**src/rtl/jtgng_ps2_pkg.sv**
```systemverilog
// Shared constants and types for the native PS/2 keyboard front-end.
package jtgng_ps2_pkg;

    // Prefix bytes folded into the following scan code
    localparam logic [7:0] PS2_EXT    = 8'hE0;
    localparam logic [7:0] PS2_BRK    = 8'hF0;
    localparam logic [7:0] PS2_PAUSE  = 8'hE1;

    // Bytes that follow E1 in the Pause make sequence and carry no key event
    localparam logic [2:0] PAUSE_TAIL = 3'd7;

    // Receiver bit-level states
    typedef enum logic [2:0] {
        RX_IDLE,
        RX_START,
        RX_DATA,
        RX_PARITY,
        RX_STOP
    } rx_state_t;

endpackage

```
**src/rtl/jtgng_ps2_rx.sv**
```systemverilog
// PS/2 device-to-host frame receiver: synchroniser, ps2_clk glitch filter,
// bit FSM and inter-edge timeout. Delivers one validated byte per frame.
module jtgng_ps2_rx
    import jtgng_ps2_pkg::*;
#(
    parameter int FILTER  = 4,
    parameter int TIMEOUT = 48000,
    parameter int TOW     = 16
) (
    input  logic       clk,
    input  logic       rst_n,
    input  logic       ps2_clk,
    input  logic       ps2_data,
    output logic [7:0] rx_byte,
    output logic       byte_vld,
    output logic       frame_err
);

    localparam int FW = $clog2(FILTER + 1);

    logic [1:0]     clk_sync;
    logic [1:0]     data_sync;
    logic           clk_flt;
    logic           clk_flt_q;
    logic [FW-1:0]  flt_cnt;
    logic           fall;
    logic           data_bit;

    rx_state_t      state;
    logic [7:0]     shreg;
    logic [2:0]     bit_cnt;
    logic           par_ok;
    logic           smp;
    logic [TOW-1:0] to_cnt;

    // Two-flop synchronisers; both lines reset to their idle-high level
    always_ff @(posedge clk or negedge rst_n) begin
        if (!rst_n) begin
            clk_sync  <= 2'b11;
            data_sync <= 2'b11;
        end else begin
            // NOTE: non-blocking so each stage captures the previous stage's old value, forming a real shift chain.
            clk_sync  <= {clk_sync[0], ps2_clk};
            data_sync <= {data_sync[0], ps2_data};
        end
    end

    // ps2_clk glitch filter: accept a new level only after FILTER equal samples
    always_ff @(posedge clk or negedge rst_n) begin
        if (!rst_n) begin
            clk_flt   <= 1'b1;
            clk_flt_q <= 1'b1;
            flt_cnt   <= '0;
        end else begin
            clk_flt_q <= clk_flt;
            if (clk_sync[1] != clk_flt) begin
                if (flt_cnt == FW'(FILTER - 1)) begin
                    clk_flt <= clk_sync[1];
                    flt_cnt <= '0;
                end else begin
                    flt_cnt <= flt_cnt + 1'b1;
                end
            end else begin
                flt_cnt <= '0;
            end
        end
    end

    assign fall     = clk_flt_q & ~clk_flt;
    assign data_bit = data_sync[1];

    // Bit FSM with timeout; byte_vld and frame_err are registered one-cycle pulses
    always_ff @(posedge clk or negedge rst_n) begin
        if (!rst_n) begin
            state     <= RX_IDLE;
            shreg     <= '0;
            bit_cnt   <= '0;
            par_ok    <= 1'b0;
            smp       <= 1'b1;
            to_cnt    <= '0;
            rx_byte   <= '0;
            byte_vld  <= 1'b0;
            frame_err <= 1'b0;
        end else begin
            byte_vld  <= 1'b0;
            frame_err <= 1'b0;

            // Counter saturates at TIMEOUT-1 instead of wrapping
            if (fall || state == RX_IDLE) begin
                to_cnt <= '0;
            end else if (to_cnt != TOW'(TIMEOUT - 1)) begin
                to_cnt <= to_cnt + 1'b1;
            end

            if (state != RX_IDLE && !fall && to_cnt == TOW'(TIMEOUT - 1)) begin
                // Device stalled mid-frame: drop the partial frame
                state     <= RX_IDLE;
                frame_err <= 1'b1;
            end else begin
                case (state)
                    RX_IDLE: begin
                        if (fall) begin
                            smp   <= data_bit;
                            state <= RX_START;
                        end
                    end
                    RX_START: begin
                        // A high start bit means we are not aligned to a frame
                        if (!smp) begin
                            bit_cnt <= '0;
                            state   <= RX_DATA;
                        end else begin
                            frame_err <= 1'b1;
                            state     <= RX_IDLE;
                        end
                    end
                    RX_DATA: begin
                        if (fall) begin
                            shreg   <= {data_bit, shreg[7:1]};
                            bit_cnt <= bit_cnt + 1'b1;
                            if (bit_cnt == 3'd7) state <= RX_PARITY;
                        end
                    end
                    RX_PARITY: begin
                        if (fall) begin
                            par_ok <= ^{shreg, data_bit};
                            state  <= RX_STOP;
                        end
                    end
                    RX_STOP: begin
                        if (fall) begin
                            if (data_bit && par_ok) begin
                                rx_byte  <= shreg;
                                byte_vld <= 1'b1;
                            end else begin
                                frame_err <= 1'b1;
                            end
                            state <= RX_IDLE;
                        end
                    end
                    default: state <= RX_IDLE;
                endcase
            end
        end
    end

endmodule

```
**src/rtl/jtgng_ps2_keydec.sv**
```systemverilog
// Native PS/2 keyboard front-end: folds E0/F0/E1 prefixes into single key
// events and presents them as the 11-bit toggle-strobed key word.
module jtgng_ps2_keydec
    import jtgng_ps2_pkg::*;
#(
    parameter int FILTER  = 4,
    parameter int TIMEOUT = 48000,
    parameter int TOW     = 16
) (
    input  logic        clk,
    input  logic        rst_n,
    input  logic        ps2_clk,
    input  logic        ps2_data,
    output logic [10:0] ps2_key,
    output logic        rx_err
);

    logic [7:0] rx_byte;
    logic       byte_vld;
    logic       frame_err;
    logic       ext;
    logic       brk;
    logic [2:0] skip;

    jtgng_ps2_rx #(
        .FILTER  (FILTER),
        .TIMEOUT (TIMEOUT),
        .TOW     (TOW)
    ) u_rx (
        .clk       (clk),
        .rst_n     (rst_n),
        .ps2_clk   (ps2_clk),
        .ps2_data  (ps2_data),
        .rx_byte   (rx_byte),
        .byte_vld  (byte_vld),
        .frame_err (frame_err)
    );

    // Prefix decoder and key-word register; errors flush any pending prefix state
    always_ff @(posedge clk or negedge rst_n) begin
        if (!rst_n) begin
            ps2_key <= '0;
            rx_err  <= 1'b0;
            ext     <= 1'b0;
            brk     <= 1'b0;
            skip    <= '0;
        end else begin
            rx_err <= frame_err;
            if (frame_err) begin
                ext  <= 1'b0;
                brk  <= 1'b0;
                skip <= '0;
            end else if (byte_vld) begin
                if (skip != 3'd0) begin
                    skip <= skip - 3'd1;
                end else begin
                    case (rx_byte)
                        PS2_EXT:   ext <= 1'b1;
                        PS2_BRK:   brk <= 1'b1;
                        PS2_PAUSE: begin
                            skip <= PAUSE_TAIL;
                            ext  <= 1'b0;
                            brk  <= 1'b0;
                        end
                        default: begin
                            ps2_key <= {~ps2_key[10], ~brk, ext, rx_byte};
                            ext     <= 1'b0;
                            brk     <= 1'b0;
                        end
                    endcase
                end
            end
        end
    end

endmodule

```
**config.mk**
```make
export PLATFORM = sky130hd
export DESIGN_NAME = jtgng_ps2_keydec
export DESIGN_NICKNAME = d
export VERILOG_FILES = /design/src/rtl/jtgng_ps2_pkg.sv /design/src/rtl/jtgng_ps2_rx.sv /design/src/rtl/jtgng_ps2_keydec.sv
export SDC_FILE = /design/constraint.sdc
export NUM_CORES = 1
export LEC_CHECK = 0
export CORE_ASPECT_RATIO = 2
export CORE_MARGIN = 2
export CORE_UTILIZATION = 35
export DETAILED_ROUTE_END_ITERATION = 10
export PLACE_DENSITY = 0.47
export SYNTH_ARGS = -nofsm -noshare
export SYNTH_HDL_FRONTEND = slang
export SYNTH_SLANG_ARGS = --single-unit
```
**constraint.sdc**
```tcl
create_clock -name clk -period 4.05 [get_ports clk]
set_input_delay 0.81 -clock clk [delete_from_list [all_inputs] [get_ports clk]]
set_output_delay 0.81 -clock clk [all_outputs]
set_load 0.03 [all_outputs]
```
**Word level (Yosys, flattened, before mapping)**

Cells that the tools add are included.
Widths: inputs -> output; s select.

- Register bits after elaboration: 68
- Output and inout port bits: 12
- Word-level logic and storage cells: 114

- Add/sub/neg operators: 4
- Equal/unequal tests: 22
- Muxes and demuxes: 36
- Bitwise operators: 8
- Reductions and logical operators: 25

Operators by type and width:

| kind | number |
|---|---|
| $mux 3 | 14 |
| $mux 16 | 2 |
| $eq 8x8->1 const B | 3 |
| $add 16x1->16 const B | 1 |
| $eq 16x16->1 const B | 1 |
| $ne 16x16->1 const B | 1 |
| $pmux 3 s5 | 1 |
| $reduce_and 3->1 | 5 |
| $mux 1 | 14 |
| $ne 3x1->1 const B | 4 |
| $reduce_and 4->1 | 3 |
| $eq 3x2->1 const B | 3 |
| $reduce_bool 3->1 | 3 |
| $reduce_xor 9->1 | 1 |
| $ne 2x1->1 const B | 4 |
| $not 1->1 | 7 |
| $add 3x1->3 const B | 2 |
| $eq 3x3->1 const B | 2 |
| $pmux 1 s2 | 3 |
| $pmux 3 s2 | 1 |
| $reduce_bool 2->1 | 3 |
| $reduce_and 5->1 | 1 |
| $reduce_and 2->1 | 2 |
| $eq 3x1->1 const B | 1 |
| other kinds (11) | 13 |

**Depth between registers and ports, before layout**

Gate-level depths: netlist of the first run.

- Depth after elaboration: 7
- Gate-level depth with buffers: 7

**Hierarchy**

Synthesis of the first run repeated with hierarchy kept, for this count alone.

- Cell total of the unflattened synthesis: 266
- Area, all modules: 3191.8 µm²

By module, submodules not included:

| module | times used | cells each | area each (µm²) | sequential area each (µm²) |
|---|---|---|---|---|
| jtgng_ps2_rx | 1 | 191 | 2316.0 | 1285.0 |
| jtgng_ps2_keydec | 1 | 75 | 875.8 | 425.4 |

**Least setup slack after synthesis of the first run**

No wires, ideal clock.

- Path type: reg2reg
- Start point: register u_rx.to_cnt[7]
- End point: register u_rx.bit_cnt[0]
- Setup time: 0.065 ns
- Data arrival time: 1.817 ns
- Slack: 2.168 ns
- Stages on the path, launching flop included: 6
- Path buffers: 1
- Clock period less this slack: 1.882 ns
- Path through: dfrtp_1 > or4b_1 > or4_1 > buf_2 > o21ai_2 > mux2_1

- Cells in the longest elaborated chain, start to end: 4

Ends and longest elaborated chain:

| item | RTL line | RTL |
|---|---|---|
| start: declaration | jtgng_ps2_rx.sv:34 | `logic [TOW-1:0] to_cnt;` |
| start signal: assignment | jtgng_ps2_rx.sv:92 | `to_cnt <= to_cnt + 1'b1;` |
| $eq 16x16->1 | jtgng_ps2_rx.sv:95 | `if (state != RX_IDLE && !fall && to_cnt == TOW'(TIMEOUT - 1)) begin` |
| $logic_and 1x1->1 | jtgng_ps2_rx.sv:95 |  |
| $not 1->1 (no line) | n/a |  |
| $reduce_and 4->1 (no line) | n/a |  |
| end signal: assignment | jtgng_ps2_rx.sv:120 | `bit_cnt <= bit_cnt + 1'b1;` |
| end: declaration | jtgng_ps2_rx.sv:31 | `logic [2:0] bit_cnt;` |

No other way between the ends.
A chain may end at the register's enable or synchronous reset.

**Worst setup path after layout of the first run**

- Start point: register skip[0]
- End point: register ps2_key[4]

- Cells in the longest elaborated chain, start to end: 3

Ends and longest elaborated chain:

| item | RTL line | RTL |
|---|---|---|
| start: declaration | jtgng_ps2_keydec.sv:23 | `logic [2:0] skip;` |
| start signal: assignment | jtgng_ps2_keydec.sv:55 | `skip <= skip - 3'd1;` |
| $reduce_bool 3->1 | jtgng_ps2_keydec.sv:54 | `if (skip != 3'd0) begin` |
| $not 1->1 (no line) | n/a |  |
| $reduce_and 4->1 (no line) | n/a |  |
| end signal: assignment | jtgng_ps2_keydec.sv:66 | `ps2_key <= {~ps2_key[10], ~brk, ext, rx_byte};` |
| end: declaration | jtgng_ps2_keydec.sv:14 | `output logic [10:0] ps2_key,` |

No other way between the ends.

==> impl_metrics.env, run 1 <==
export IMPL_synth_ff_type="dfrtp_1"
export IMPL_htreeDepth=3
export IMPL_worst_slack_ns=1.74
export IMPL_path_max_fanout=11
export IMPL_leakage_nw=1.56
export IMPL_r2r_cells=6
export IMPL_gp_congestion=0.744
export IMPL_min_period_over_period_pct=57.0
export IMPL_finClkSkew_ns=0.00501
export IMPL_fin_nets=298
export IMPL_die_height_um=135
export IMPL_coreArea_um2=8290
export IMPL_drtIter0Drc=93
export IMPL_viasPerCell=5.08
export IMPL_layout_cells_non_filler=391
export IMPL_finalHoldViolCount=0
export IMPL_postCtsSetupBuffers=0
export IMPL_synth_fp_nets=275
export IMPL_end_kind="flop"
export IMPL_dr_pass1_iters=4
export IMPL_synth_cell_types=43
export IMPL_synth_area_per_cell_um2=11.3
export IMPL_power_total_mw=2.04
export IMPL_fmaxAchievable_mhz=433
export IMPL_overflow=0
export IMPL_start_util_pct=36.3
export IMPL_layout_commonest_cell="dfrtp_1"
export IMPL_die_area_um2=9390
export IMPL_fin_crit_ns=2.31
export IMPL_r2r_end="ps2_key[4]"
export IMPL_vias=1986
export IMPL_tightest_slew_ns=0.903
export IMPL_area_delta_synth_final_pct=17.9
export IMPL_place_ws_ns=1.71
export IMPL_reg2reg_slack_ns=1.74
export IMPL_rsz0062_at_grt="false"
export IMPL_synth_edf_count=0
export IMPL_syn_instance_count=265
export IMPL_peakVddDrop_uv=369
export IMPL_relSlewSlack_pct=39.6
export IMPL_syn_area_um2=3010
export IMPL_cts_made_buffers=9
export IMPL_cts_tree="yes"
export IMPL_cp_data_arrival_time_ns=2.52
export IMPL_hold_end="u_rx.clk_sync[1]"
export IMPL_grt_max_degree=32
export IMPL_placed_cell_area_um2=3270
export IMPL_worst_setup_path_type="flop to flop"
export IMPL_final_cell_mix="dfrtp_1, nand2_1, mux2_2"
export IMPL_antenna_found_initial=0
export IMPL_cts_sinks=68
export IMPL_whs_ns=0.354
export IMPL_synthArstFlopShare_pct=100
export IMPL_ys_ff_latch=68
export IMPL_synth_seq_area_share_pct=56.9
export IMPL_grt_usage_pct=14.0
export IMPL_first_global_vias=1977
export IMPL_setup_viol=0
export IMPL_status="complete, no violations"
export IMPL_hold_class="flop to flop"
export IMPL_post_cts_resized=0
export IMPL_postRouteAntennaNets=0
export IMPL_wire_per_inst_um=15.1
export IMPL_fin_area_um2=3550
export IMPL_grt_pass1_wl_mm=10.0
export IMPL_io_buffer_count=15
export IMPL_drc=0
export IMPL_power_density_nw_per_um2=576
export IMPL_io_pins=16
export IMPL_clk_path_buf_depth=2
export IMPL_startpoint_type="flop"
export IMPL_rows=47
export IMPL_wl_mm=5.90
export IMPL_cp_data_required_time_ns=4.26
export IMPL_finalMaxSlewViolations=0
export IMPL_clk_latency_ns=0.33
export IMPL_r2r_start="skip[0]"
export IMPL_maxCapViolCount=0
export IMPL_place_inst=375
export IMPL_diodes=0
export IMPL_clk_transition_reported_paths_ns=0.06
export IMPL_drive_above_1_share_pct=16.4
export IMPL_setup_tns_ns=0
export IMPL_fillers=781
export IMPL_root_buffer="clkbuf_16"
export IMPL_hold_start="u_rx.clk_sync[0]"
export IMPL_final_util_pct=42.8
export IMPL_hold_depth=0
export IMPL_ys_warnings_count=0
export IMPL_hpwl_mm=4.23
export IMPL_cts_hold_buf=0
export IMPL_die_w_um=69.5
area by class of cell:
| type | instances | area, um2 | share of cell area (%) |
|---|---|---|---|
| flip-flops and latches | 68 | 1710 | 48.2 |
| clock inverters | 4 | 25.0 | 0.706 |
| repair buffers | 19 | 175 | 4.94 |
| multi-input cells | 181 | 1230 | 34.8 |
| well taps | 98 | 123 | 3.46 |
| clock buffers | 12 | 246 | 6.95 |
| inverters | 9 | 33.8 | 0.953 |
worst max path at each step:
| stage | start | end | depth (start not counted) |
|---|---|---|---|
| global route | skip[0] | ps2_key[8] | 6 |
| finish | skip[0] | ps2_key[4] | 6 |
| floorplan | u_rx.to_cnt[7] | u_rx.bit_cnt[0] | 5 |
| detailed placement | skip[0] | ps2_key[8] | 6 |
| global placement | skip[0] | ps2_key[3] | 6 |
| CTS | skip[0] | ps2_key[3] | 6 |
cells in the mapped netlist, drive strengths merged, types with 5 or more instances:
| cell type | n | area, um2 |
|---|---|---|
| mux2 | 19 | 214 |
| nor3b | 5 | 37.5 |
| o21ai | 9 | 48.8 |
| ha | 6 | 75.1 |
| a21oi | 13 | 65.1 |
| or3 | 6 | 37.5 |
| nand3 | 8 | 40.0 |
| nor4 | 5 | 31.3 |
| nor2 | 12 | 45.0 |
| dfrtp | 61 | 1530 |
| nor3 | 6 | 35.0 |
| nand2 | 36 | 135 |
| xnor2 | 12 | 105 |
| inv | 9 | 33.8 |
| dfstp | 7 | 184 |
power by group:
group | total [mW] | switching [mW] | internal [mW]
logic | 0.430 | 0.224 | 0.206
registers | 0.903 | 0.109 | 0.794
clock network | 0.710 | 0.281 | 0.429
total | 2.04 | 0.615 | 1.43
routing by layer:
metal | up-vias | track usage (%) | routed length, um
met5 | - | 0 | 0
met4 | 0 | 7.19 | 149
met3 | 11 | 3.58 | 159
met2 | 23 | 24.9 | 3250
met1 | 962 | 15.1 | 2350
li1 | 990 | - | -
critical path: stages (launching register included):
cell and delay, ns:
dfrtp_1 0.39, inv_1 0.08, ha_1 0.15, nor2b_1 0.26, nand3b_1 0.17, nor2_1 0.73, mux2_2 0.41
state kept, by name (all words and copies together) (netlist names), 3 cells and up:
signal        count
ps2_key          11
skip              3
u_rx.bit_cnt      3
u_rx.flt_cnt      3
u_rx.rx_byte      8
u_rx.shreg        8
u_rx.state        3
u_rx.to_cnt      16
cells by family (layout without fill, tap and decap cells):
group | after synthesis | count (layout) | synth area share [%]
buf+inv | 16 | 44 | 2.12
mux | 20 | 20 | 7.45
fa+ha+maj | 6 | 6 | 2.50
compound gates | 40 | 40 | 9.11
xor+xnor | 15 | 15 | 4.83
flops | 68 | 68 | 56.9
simple gates | 100 | 100 | 17.1
Note: power is estimated with default switching activity, not from simulation.
==> inputs of run 2 (changes only) <==
- PLACE_DENSITY: 0.47 -> 0.49
- clock period: 4.05 -> 1.87 ns (I/O delays scaled with it)
==> run 2 against run 1 <==
Against the previous run:
- the flow now finishes with violations (setup timing)
- maximum frequency grew 23%
- non-clock buffer count increased by 22
- critical endpoint is now u_rx.bit_cnt[1]
- final area grew 8.4%
==> impl_metrics.env, run 2 (synthesis gave the netlist of run 1 again) <==
export IMPL_leakage_nw=1.72
export IMPL_antenna_found_initial=0
export IMPL_first_global_vias=2246
export IMPL_relSlewSlack_pct=68.4
export IMPL_largest_register="u_rx.to_cnt"
export IMPL_htreeDepth=3
export IMPL_max_stage_delay_ns=0.57
export IMPL_worst_setup_path_type="flop to flop"
export IMPL_rsz0062_at_grt="true"
export IMPL_start_util_pct=36.3
export IMPL_reg2reg_slack_ns=-0.01
export IMPL_dr_pass1_iters=4
export IMPL_cp_data_arrival_time_ns=2.15
export IMPL_overflow=0
export IMPL_peakVddDrop_uv=526
export IMPL_power_total_mw=4.89
export IMPL_grt_usage_pct=14.8
export IMPL_fin_crit_ns=1.88
export IMPL_viasPerCell=5.10
export IMPL_drive_above_1_share_pct=24.8
export IMPL_top_regs="u_rx.to_cnt (16), ps2_key (11)"
export IMPL_grt_max_degree=69
export IMPL_die_area_um2=9390
export IMPL_die_height_um=135
export IMPL_finClkSkew_ns=0.00534
export IMPL_path_cells="or4b_4 -> or4_4 -> o21ai_4 -> a22o_1"
export IMPL_drc=0
export IMPL_final_cell_mix="dfrtp_1, nand2_1, buf_4"
export IMPL_hpwl_mm=4.40
export IMPL_wire_per_inst_um=15.0
export IMPL_cts_sinks=68
export IMPL_hold_class="input port to async pin"
export IMPL_layout_commonest_cell="dfrtp_1"
export IMPL_rows=47
export IMPL_diodes=0
export IMPL_worst_slack_ns=-0.0107
export IMPL_finalMaxSlewViolations=0
export IMPL_end_kind="flop"
export IMPL_wl_mm=6.19
export IMPL_grt_pass1_wl_mm=10.7
export IMPL_power_density_nw_per_um2=1270
export IMPL_coreArea_um2=8290
export IMPL_startpoint_type="flop"
export IMPL_vias=2107
export IMPL_final_util_pct=46.3
export IMPL_min_period_over_period_pct=101
export IMPL_setup_viol=3
export IMPL_finalHoldViolCount=0
export IMPL_clk_transition_reported_paths_ns=0.06
export IMPL_cts_made_buffers=9
export IMPL_root_buffer="clkbuf_16"
export IMPL_clk_latency_ns=0.33
export IMPL_io_pins=16
export IMPL_fillers=766
export IMPL_area_delta_synth_final_pct=27.8
export IMPL_path_max_fanout=6
export IMPL_postRouteAntennaNets=0
export IMPL_cts_tree="yes"
export IMPL_clk_path_buf_depth=2
export IMPL_r2r_start="u_rx.to_cnt[7]"
export IMPL_cp_startpoint="u_rx.to_cnt[7]"
export IMPL_io_buffer_count=15
export IMPL_drtIter0Drc=108
export IMPL_fin_nets=320
export IMPL_whs_ns=0.0505
export IMPL_cp_slowest_cell="or4_4"
export IMPL_tightest_slew_ns=0.470
export IMPL_violations="setup timing"
export IMPL_die_w_um=69.5
export IMPL_maxCapViolCount=0
export IMPL_largest_reg_flops=16
export IMPL_gp_congestion=0.806
export IMPL_fmaxAchievable_mhz=532
export IMPL_status="complete, but fails checks"
export IMPL_cp_data_required_time_ns=2.14
## run 2: cell type report
cell class | instances | area, um2 | area share (%)
Clock buffer | 10 | 229 | 5.96
Clock inverter | 6 | 113 | 2.93
Inverter | 9 | 33.8 | 0.879
Multi-Input combinational cell | 181 | 1270 | 33.0
Sequential cell | 68 | 1710 | 44.5
Tap cell | 98 | 123 | 3.19
Timing Repair Buffer | 41 | 365 | 9.51
## run 2: routing by layer
metal	share of wire (%)	track usage [%]	vias up
li1	-	-	1029
met1	38	14.8	1043
met2	57	27.5	22
met3	2.3	3.66	13
met4	2.5	8.17	0
met5	0	0	-
## run 2: where the power goes
part           internal, mW  switching (mW)
registers              1.72           0.222
clock network          1.30           0.631
logic                 0.501           0.517
## run 2: worst max-delay path, delay by kind of cell, from the launching register on
family,cells,cell delay (ns)
AOI/OAI and AO/OA,2,0.33
DFF,1,0.38
and+or+nand+nor,2,1.12
## run 2: what timing repair did
| item | 4_1_cts | 5_1_grt |
|---|---|---|
| resized for setup | 5 | 3 |
| hold buffers | 0 | 0 |
| setup endpoints to repair | 22 | 15 |
| pin swaps | 3 | 1 |
| setup buffers | 1 | 0 |
## run 2: final timing paths
kind                       depth (start not counted)                 to
hold reg to reg                                    0   u_rx.clk_sync[1]
hold / removal                                     2         ps2_key[9]
setup / recovery                                   4    u_rx.bit_cnt[1]
min in group clk                                   0   u_rx.clk_sync[1]
setup reg to reg                                   4    u_rx.bit_cnt[1]
max in group asynchronous                          2  u_rx.data_sync[0]
## run 2: stage by stage
stage	setup TNS [ns]	setup WS (ns)	instances	cell area, um2
3_5_place_dp	-1.69	-0.179	396	3460
3_3_place_gp	-1.01	-0.138	396	3460
2_1_floorplan	-0.0222	-0.0121	265	3010
4_1_cts	-0.0524	-0.0201	413	3830
5_1_grt	-0.219	-0.0610	413	3840
6_report	-0.0198	-0.0107	413	3840
